`src/rtl/fb_swap_scheduler_pkg.sv`:
```
// Shared types and default sizing for the framebuffer swap scheduler.
package fb_swap_scheduler_pkg;

    localparam int unsigned MAX_OUTSTANDING_DEF = 15;
    localparam int unsigned SKIP_CNT_BITS_DEF   = 8;

    typedef enum logic [2:0] {
        ST_IDLE      = 3'd0,
        ST_FILL      = 3'd1,
        ST_SWAP0     = 3'd2,
        ST_RUN_DRAW  = 3'd3,
        ST_RUN_READY = 3'd4
    } sched_state_e;

    // One-cycle control pulses issued by the scheduler.
    typedef struct packed {
        logic mem_switch;
        logic gfx_start;
        logic frame_skipped;
    } sched_pulse_t;

endpackage

```
`src/rtl/fb_swap_scheduler_if.sv`:
```
// Producer/display-side signal bundle of the framebuffer swap scheduler.
interface fb_swap_scheduler_if
    import fb_swap_scheduler_pkg::*;
#(
    parameter int unsigned SKIP_CNT_BITS = SKIP_CNT_BITS_DEF
);
    logic                     gfx_last;
    logic                     aw_hs;
    logic                     b_hs;
    logic                     vsync;
    logic                     fifo_almost_full;
    logic                     mem_switch;
    logic                     gfx_start;
    logic                     disp_enable;
    logic                     frame_skipped;
    logic [SKIP_CNT_BITS-1:0] skip_count;
    logic                     wr_error;

    modport slave (
        input  gfx_last, aw_hs, b_hs, vsync, fifo_almost_full,
        output mem_switch, gfx_start, disp_enable, frame_skipped, skip_count, wr_error
    );

    modport master (
        output gfx_last, aw_hs, b_hs, vsync, fifo_almost_full,
        input  mem_switch, gfx_start, disp_enable, frame_skipped, skip_count, wr_error
    );
endinterface

```
`src/rtl/fb_swap_scheduler_axi_wr_tracker.sv`:
```
// Outstanding AXI write counter (AW accepted, B not yet seen) with sticky
// overflow/underflow error. The counter holds its value on an illegal step.
module axi_wr_tracker #(
    parameter  int unsigned MAX_OUTSTANDING = 15,
    localparam int unsigned CNT_W           = $clog2(MAX_OUTSTANDING + 1)
) (
    input  logic             clk,
    input  logic             rst_n,
    input  logic             aw_hs,
    input  logic             b_hs,
    output logic [CNT_W-1:0] count,
    output logic             idle,
    output logic             error
);

    // Count, zero flag and sticky error all update together.
    always_ff @(posedge clk or negedge rst_n) begin
        if (!rst_n) begin
            count <= '0;
            idle  <= 1'b1;
            error <= 1'b0;
        end else begin
            case ({aw_hs, b_hs})
                2'b10: begin
                    if (count == CNT_W'(MAX_OUTSTANDING)) begin
                        error <= 1'b1;
                    end else begin
                        count <= count + CNT_W'(1);
                        idle  <= 1'b0;
                    end
                end
                2'b01: begin
                    if (count == '0) begin
                        error <= 1'b1;
                    end else begin
                        count <= count - CNT_W'(1);
                        idle  <= (count == CNT_W'(1));
                    end
                end
                default: ;
            endcase
        end
    end

endmodule

```
`src/rtl/fb_swap_scheduler.sv`:
```
// Double-buffered framebuffer swap sequencer: swaps producer/consumer
// buffers on a vsync falling edge once the frame is complete and all writes
// have retired; otherwise counts the frame as skipped.
module fb_swap_scheduler
    import fb_swap_scheduler_pkg::*;
#(
    parameter int unsigned MAX_OUTSTANDING = MAX_OUTSTANDING_DEF,
    parameter int unsigned SKIP_CNT_BITS   = SKIP_CNT_BITS_DEF
) (
    input logic                 clk,
    input logic                 rst_n,
    fb_swap_scheduler_if.slave  bus
);

    localparam int unsigned CNT_W = $clog2(MAX_OUTSTANDING + 1);

    logic [CNT_W-1:0]         trk_count;
    logic                     trk_idle;
    logic                     trk_error;
    logic                     vsync_q;
    logic                     vs_fall;
    logic                     drained;
    logic                     done_flag;
    logic                     running;
    logic [SKIP_CNT_BITS-1:0] skip_q;
    sched_pulse_t             pulse_q;
    sched_state_e             state;

    axi_wr_tracker #(
        .MAX_OUTSTANDING (MAX_OUTSTANDING)
    ) u_trk (
        .clk    (clk),
        .rst_n  (rst_n),
        .aw_hs  (bus.aw_hs),
        .b_hs   (bus.b_hs),
        .count  (trk_count),
        .idle   (trk_idle),
        .error  (trk_error)
    );

    // The raw count is kept on the tracker port for debug visibility only.
    logic unused_trk_count;
    assign unused_trk_count = ^trk_count;

    assign vs_fall = vsync_q & ~bus.vsync;
    assign drained = done_flag & trk_idle & ~bus.aw_hs;

    // Vsync history for falling-edge detection.
    always_ff @(posedge clk or negedge rst_n) begin
        if (!rst_n) vsync_q <= 1'b0;
        else        vsync_q <= bus.vsync;
    end

    // Swap FSM with frame-done tracking, skip counter and registered pulses.
    always_ff @(posedge clk or negedge rst_n) begin
        if (!rst_n) begin
            state     <= ST_IDLE;
            pulse_q   <= '0;
            done_flag <= 1'b0;
            running   <= 1'b0;
            skip_q    <= '0;
        end else begin
            pulse_q <= '0;
            case (state)
                ST_IDLE: begin
                    pulse_q.gfx_start <= 1'b1;
                    state             <= ST_FILL;
                end
                ST_FILL: begin
                    if (bus.gfx_last) done_flag <= 1'b1;
                    // First swap is free-running: the display is not yet consuming.
                    if (drained) begin
                        pulse_q.mem_switch <= 1'b1;
                        pulse_q.gfx_start  <= 1'b1;
                        done_flag          <= 1'b0;
                        running            <= 1'b1;
                        state              <= ST_SWAP0;
                    end
                end
                ST_SWAP0: begin
                    state <= ST_RUN_DRAW;
                end
                ST_RUN_DRAW: begin
                    if (bus.gfx_last) done_flag <= 1'b1;
                    if (vs_fall && drained) begin
                        pulse_q.mem_switch <= 1'b1;
                        pulse_q.gfx_start  <= 1'b1;
                        done_flag          <= 1'b0;
                    end else if (vs_fall) begin
                        pulse_q.frame_skipped <= 1'b1;
                        if (skip_q != '1) skip_q <= skip_q + SKIP_CNT_BITS'(1);
                    end else if (drained) begin
                        state <= ST_RUN_READY;
                    end
                end
                ST_RUN_READY: begin
                    if (vs_fall) begin
                        pulse_q.mem_switch <= 1'b1;
                        pulse_q.gfx_start  <= 1'b1;
                        done_flag          <= 1'b0;
                        state              <= ST_RUN_DRAW;
                    end
                end
                default: state <= ST_IDLE;
            endcase
        end
    end

    assign bus.mem_switch    = pulse_q.mem_switch;
    assign bus.gfx_start     = pulse_q.gfx_start;
    assign bus.frame_skipped = pulse_q.frame_skipped;
    assign bus.skip_count    = skip_q;
    assign bus.wr_error      = trk_error;
    // Pixel stream backs off immediately when the display fifo fills.
    assign bus.disp_enable   = running & ~bus.fifo_almost_full;

endmodule

```
`src/flat_wrapper.sv`:
```
// flat-port wrapper written by rule: the top's interface ports become plain ports
module fb_swap_scheduler_flat import fb_swap_scheduler_pkg::*;
#(
    parameter int unsigned MAX_OUTSTANDING = MAX_OUTSTANDING_DEF,
    parameter int unsigned SKIP_CNT_BITS   = SKIP_CNT_BITS_DEF
)
  (clk, rst_n, bus_gfx_last, bus_aw_hs, bus_b_hs, bus_vsync, bus_fifo_almost_full, bus_mem_switch, bus_gfx_start, bus_disp_enable, bus_frame_skipped, bus_skip_count, bus_wr_error);
  fb_swap_scheduler_if #(.SKIP_CNT_BITS(SKIP_CNT_BITS)) bus_i ();
  input logic clk;
  input logic rst_n;
  input wire logic [$bits(bus_i.gfx_last)-1:0] bus_gfx_last;
  input wire logic [$bits(bus_i.aw_hs)-1:0] bus_aw_hs;
  input wire logic [$bits(bus_i.b_hs)-1:0] bus_b_hs;
  input wire logic [$bits(bus_i.vsync)-1:0] bus_vsync;
  input wire logic [$bits(bus_i.fifo_almost_full)-1:0] bus_fifo_almost_full;
  output wire logic [$bits(bus_i.mem_switch)-1:0] bus_mem_switch;
  output wire logic [$bits(bus_i.gfx_start)-1:0] bus_gfx_start;
  output wire logic [$bits(bus_i.disp_enable)-1:0] bus_disp_enable;
  output wire logic [$bits(bus_i.frame_skipped)-1:0] bus_frame_skipped;
  output wire logic [$bits(bus_i.skip_count)-1:0] bus_skip_count;
  output wire logic [$bits(bus_i.wr_error)-1:0] bus_wr_error;
  assign bus_i.gfx_last = bus_gfx_last;
  assign bus_i.aw_hs = bus_aw_hs;
  assign bus_i.b_hs = bus_b_hs;
  assign bus_i.vsync = bus_vsync;
  assign bus_i.fifo_almost_full = bus_fifo_almost_full;
  assign bus_mem_switch = bus_i.mem_switch;
  assign bus_gfx_start = bus_i.gfx_start;
  assign bus_disp_enable = bus_i.disp_enable;
  assign bus_frame_skipped = bus_i.frame_skipped;
  assign bus_skip_count = bus_i.skip_count;
  assign bus_wr_error = bus_i.wr_error;
  fb_swap_scheduler #(.MAX_OUTSTANDING(MAX_OUTSTANDING), .SKIP_CNT_BITS(SKIP_CNT_BITS)) u_core (.clk(clk), .rst_n(rst_n), .bus(bus_i));
endmodule
```
`config.mk`:
```
export PLATFORM = sky130hd
export DESIGN_NAME = fb_swap_scheduler_flat
export DESIGN_NICKNAME = d
export VERILOG_FILES = /design/src/rtl/fb_swap_scheduler_pkg.sv /design/src/rtl/fb_swap_scheduler_if.sv /design/src/rtl/fb_swap_scheduler_axi_wr_tracker.sv /design/src/rtl/fb_swap_scheduler.sv /design/src/flat_wrapper.sv
export SDC_FILE = /design/constraint.sdc
export NUM_CORES = 1
export LEC_CHECK = 0
export ABC_AREA = 1
export ABC_CLOCK_PERIOD_IN_PS = 1700
export BUFFER_PORTS_ARGS = -buffer_cell sky130_fd_sc_hd__buf_2
export CAP_MARGIN = 10
export CORE_UTILIZATION = 55
export DETAILED_ROUTE_END_ITERATION = 6
export MAX_ROUTING_LAYER = met4
export PLACE_DENSITY = 0.77
export RECOVER_POWER = 50
export SLEW_MARGIN = 40
export SYNTH_ARGS = -nofsm -noshare
export SYNTH_HDL_FRONTEND = slang
export SYNTH_HIERARCHICAL = 1
export SYNTH_SLANG_ARGS = --single-unit
```
`constraint.sdc`:
```
create_clock -name clk -period 1.7 [get_ports clk]
set_input_delay 0.255 -clock clk [delete_from_list [all_inputs] [get_ports clk]]
set_output_delay 0.255 -clock clk [all_outputs]
set_load 0.03 [all_outputs]
```
==> load_flow_metrics.sql <==
INSERT INTO impl_metrics (metric_group, metric, value, unit) VALUES
('timing', 'fmax', '694', 'MHz'),
('timing', 'slew_headroom', '0.627', ''),
('pwr', 'internal_power', '1.10', 'mW'),
('synth', 'synth_commonest_cells', 'sky130_fd_sc_hd__nand2_1, sky130_fd_sc_hd__dfrtp_1, sky130_fd_sc_hd__inv_1, sky130_fd_sc_hd__nand3_1, sky130_fd_sc_hd__nor2_1', ''),
('critical_path', 'biggest_fanout_along_the_worst_timing_path', '3', ''),
('critical_path', 'worst-endpoint-arrival', '1.66', 'ns'),
('timing', 'finalSetupViolations', '0', ''),
('synth', 'synthesis.area', '1400', 'µm²'),
('synth', 'synth-seq-area-share', '0.411', ''),
('job', 'cap_violations', '0', ''),
('run_status', 'status', 'completed', ''),
('cts', 'clock_insertion_delay_worst_skew', '0.31', 'ns'),
('critical_path', 'rr_startpoint', 'u_core/u_trk/idle', ''),
('finish', 'design.final.nets', '226', ''),
('routing', 'avgRoutedWirePerCell', '11.3', 'µm'),
('pwr', 'overall_power_of_the_completed_layout', '2.01', 'mW'),
('finish', 'total_area_of_multi_input_combinational_cells', '719', 'µm²'),
('global_route', 'grt_first_pass_wirelength', '4760', 'µm'),
('routing', 'antenna_left', '0', ''),
('pwr', 'power-per-cell-area', '1290', 'nW/µm²'),
('critical_path', 'worst_setup_sp_type', 'flip-flop', ''),
('cts', 'numCtsBuffers', '3', ''),
('timing', 'timing_worst_slew_pin_value', '0.559', 'ns'),
('cts', 'clock_tree.htree_level_count', '1', ''),
('pwr', 'combPwrFrac', '0.440', ''),
('timing', 'final_hold_viol_count', '0', ''),
('synth', 'synthesis.nets', '202', ''),
('timing', 'timing.setup.tns', '0', 'ns'),
('min_path', 'min-delay-path-class', 'in -> reg', ''),
('cts', 'clk_path_buf_depth', '2', ''),
('placed_design', 'placement.io_buffers', '19', ''),
('global_route', 'global_route.overflow_total', '0', ''),
('placed_design', 'dp_hpwl', '2100', 'µm'),
('floorplanning', 'core-area', '2300', 'µm²'),
('floorplanning', 'num_io_pins', '20', ''),
('global_route', 'number_of_antenna_violations_at_the_first_check_in_global_routing', '0', ''),
('global_route', 'grt_max_degree', '24', ''),
('critical_path', 'regToRegSetupSlack', '0.26', 'ns'),
('critical_path', 'timing.reg2reg.worst_path_depth', '7', ''),
('pwr', 'vdd_ir_drop_max', '0.821', 'mV'),
('timing', 'worst_clock_skew', '0.0124', 'ns'),
('cts', 'cts.sinks', '23', ''),
('floorplanning', 'rows', '17', ''),
('critical_path', 'worst-endpoint-required', '1.92', 'ns'),
('critical_path', 'worst_r2r_endpoint', 'u_core/done_flag', ''),
('synth', 'ys_warn_count', '6', ''),
('min_path', 'timing.hold.worst_path_depth', '1', ''),
('min_path', 'hold_path_end', 'u_core/vsync_q', ''),
('cts', 'cts_root_buf', 'sky130_fd_sc_hd__clkbuf_4', ''),
('pwr', 'total_leakage_power', '0.848', 'nW'),
('routing', 'via_count', '1220', ''),
('placed_design', 'gpl.final_weighted_congestion', '0.833', ''),
('finish', 'n_antenna_cell', '0', ''),
('synth', 'synthTopCellsByArea', 'sky130_fd_sc_hd__dfrtp_1, sky130_fd_sc_hd__nand2_1, sky130_fd_sc_hd__nand3_1, sky130_fd_sc_hd__ha_1, sky130_fd_sc_hd__inv_1', ''),
('synth', 'post_synth_inst_count', '189', ''),
('floorplanning', 'dieWidth', '52.5', 'µm'),
('synth', 'avgSynthCellArea', '7.42', 'µm²'),
('finish', 'proportion_of_layout_cells_with_a_drive_suffix_above_1', '0.165', ''),
('routing', 'initialDrtViolationCount', '22', ''),
('pwr', 'clockPowerShare', '0.124', ''),
('synth', 'synth_edf_count', '0', ''),
('pwr', 'power.share.sequential', '0.436', ''),
('critical_path', 'critPathKind', 'reg -> reg', ''),
('critical_path', 'critical_path.startpoint', 'u_core/u_trk/idle', ''),
('finish', 'area_growth', '10.5', '%'),
('synth', 'most_common_cell_in_the_synthesized_netlist', 'sky130_fd_sc_hd__nand2_1', ''),
('timing', 'period_needed', '1.44', 'ns'),
('cts', 'clkSlewWorstSetupHoldPaths', '0.13', 'ns'),
('timing', 'grt_setup_unrepaired', 'no', ''),
('timing', 'maxSlewViolCount', '0', ''),
('synth', 'synth_async_sr_flop_share', '1.00', '');
==> sequential cells by signal, indices dropped and copies added, names as in the netlist <==
signal and count:
u_core/bus.skip_count 8, u_core/bus.mem_switch 1, u_core/done_flag 1, u_core/running 1, u_core/u_trk/count 4, u_core/bus.gfx_start 1
u_core/u_trk/idle 1, u_core/bus.frame_skipped 1, u_core/vsync_q 1, u_core/u_trk/error 1, u_core/state 3
==> power groups by stage <==
stage,sequential [mW],combinational [mW],clock (mW)
after floorplan,0.926,0.642,0
after global placement,0.875,0.853,0
after detailed placement,0.887,0.886,0
after CTS,0.875,0.890,0.260
after global routing,0.902,1.01,0.282
final,0.875,0.882,0.249
==> cells in the final DEF, fill, tap and decap left out, types with 2 or more instances in the layout <==
cell type,Yosys,final
sky130_fd_sc_hd__nand2_4,3,3
sky130_fd_sc_hd__ha_1,6,6
sky130_fd_sc_hd__inv_1,20,20
sky130_fd_sc_hd__inv_2,3,3
sky130_fd_sc_hd__o21ai_1,4,4
sky130_fd_sc_hd__dfrtp_1,22,22
sky130_fd_sc_hd__nand2_1,75,75
sky130_fd_sc_hd__xor2_1,2,2
sky130_fd_sc_hd__nand3_1,17,17
sky130_fd_sc_hd__xnor2_1,2,2
sky130_fd_sc_hd__nand3b_1,2,2
sky130_fd_sc_hd__nor2_1,11,12
sky130_fd_sc_hd__a21oi_1,2,2
sky130_fd_sc_hd__nand2_2,3,3
sky130_fd_sc_hd__buf_2,0,13
sky130_fd_sc_hd__clkbuf_4,0,3
sky130_fd_sc_hd__nor2_2,4,3
sky130_fd_sc_hd__clkbuf_1,0,5
sky130_fd_sc_hd__o21ai_0,4,4
==> routing by layer <==
| metal | global-route usage | vias to the layer above | wire [µm] |
|---|---|---|---|
| li1 | - | 633 | - |
| met1 | 0.283 | 557 | 1230 |
| met2 | 0.416 | 24 | 1340 |
| met3 | 0.0290 | 6 | 74 |
| met4 | 0.0921 | 0 | 61 |
| met5 | - | - | 0 |
==> per-stage QoR <==
stage               instance area (µm²)  std cells  setup slack (ns)  hold slack (ns)   util
floorplan                          1400        189             0.277          -0.0406      -
global placement                   1520        235             0.367            0.252  0.662
detailed placement                 1520        235             0.304            0.258  0.662
CTS                                1560        240             0.307           0.0719  0.679
global route                       1550        240             0.132           0.0738  0.675
finish                             1550        240             0.260           0.0862  0.675
==> worst max-delay path by stage <==
stage	slack [ns]	cells after the start	endpoint
6_report	0.26	7	u_core/done_flag
5_1_grt	0.13	7	u_core/done_flag
4_1_cts	0.31	8	u_core/bus.skip_count[6]
3_5_place_dp	0.30	7	u_core/u_trk/idle
3_3_place_gp	0.37	8	u_core/bus.skip_count[5]
2_1_floorplan	0.28	8	u_core/bus.skip_count[5]
==> kinds of logic after synthesis <==
kind of cell / share of synthesized area
and+or+nand+nor: 0.384
buffers and inverters: 0.0740
DFF: 0.411
AOI/OAI and AO/OA: 0.0526
adders and majority gates: 0.0535
xor gates and xnor gates: 0.0250
==> worst max-delay path, cell delays in order (launching register included) <==
cell and delay, ns:
sky130_fd_sc_hd__dfstp_2 0.58, sky130_fd_sc_hd__nand2_1 0.05, sky130_fd_sc_hd__nor2_1 0.32, sky130_fd_sc_hd__nand2_1 0.16
sky130_fd_sc_hd__nand2_1 0.10, sky130_fd_sc_hd__nor2_2 0.05, sky130_fd_sc_hd__nand2_1 0.06, sky130_fd_sc_hd__inv_1 0.03
==> layout make-up <==
class,count,area share
multi-input combinational,141,0.464
sequential,23,0.372
timing repair buffer,20,0.0638
inverter,24,0.0597
tap,28,0.0226
clock buffer,3,0.0145
clock inverter,1,0.00323
==> repair_timing <==
action,in CTS,in global routing
resized for setup,0,0
endpoints found under the hold margin,22,0
hold buffers,1,0
Note: power is estimated with default switching activity, not from simulation.
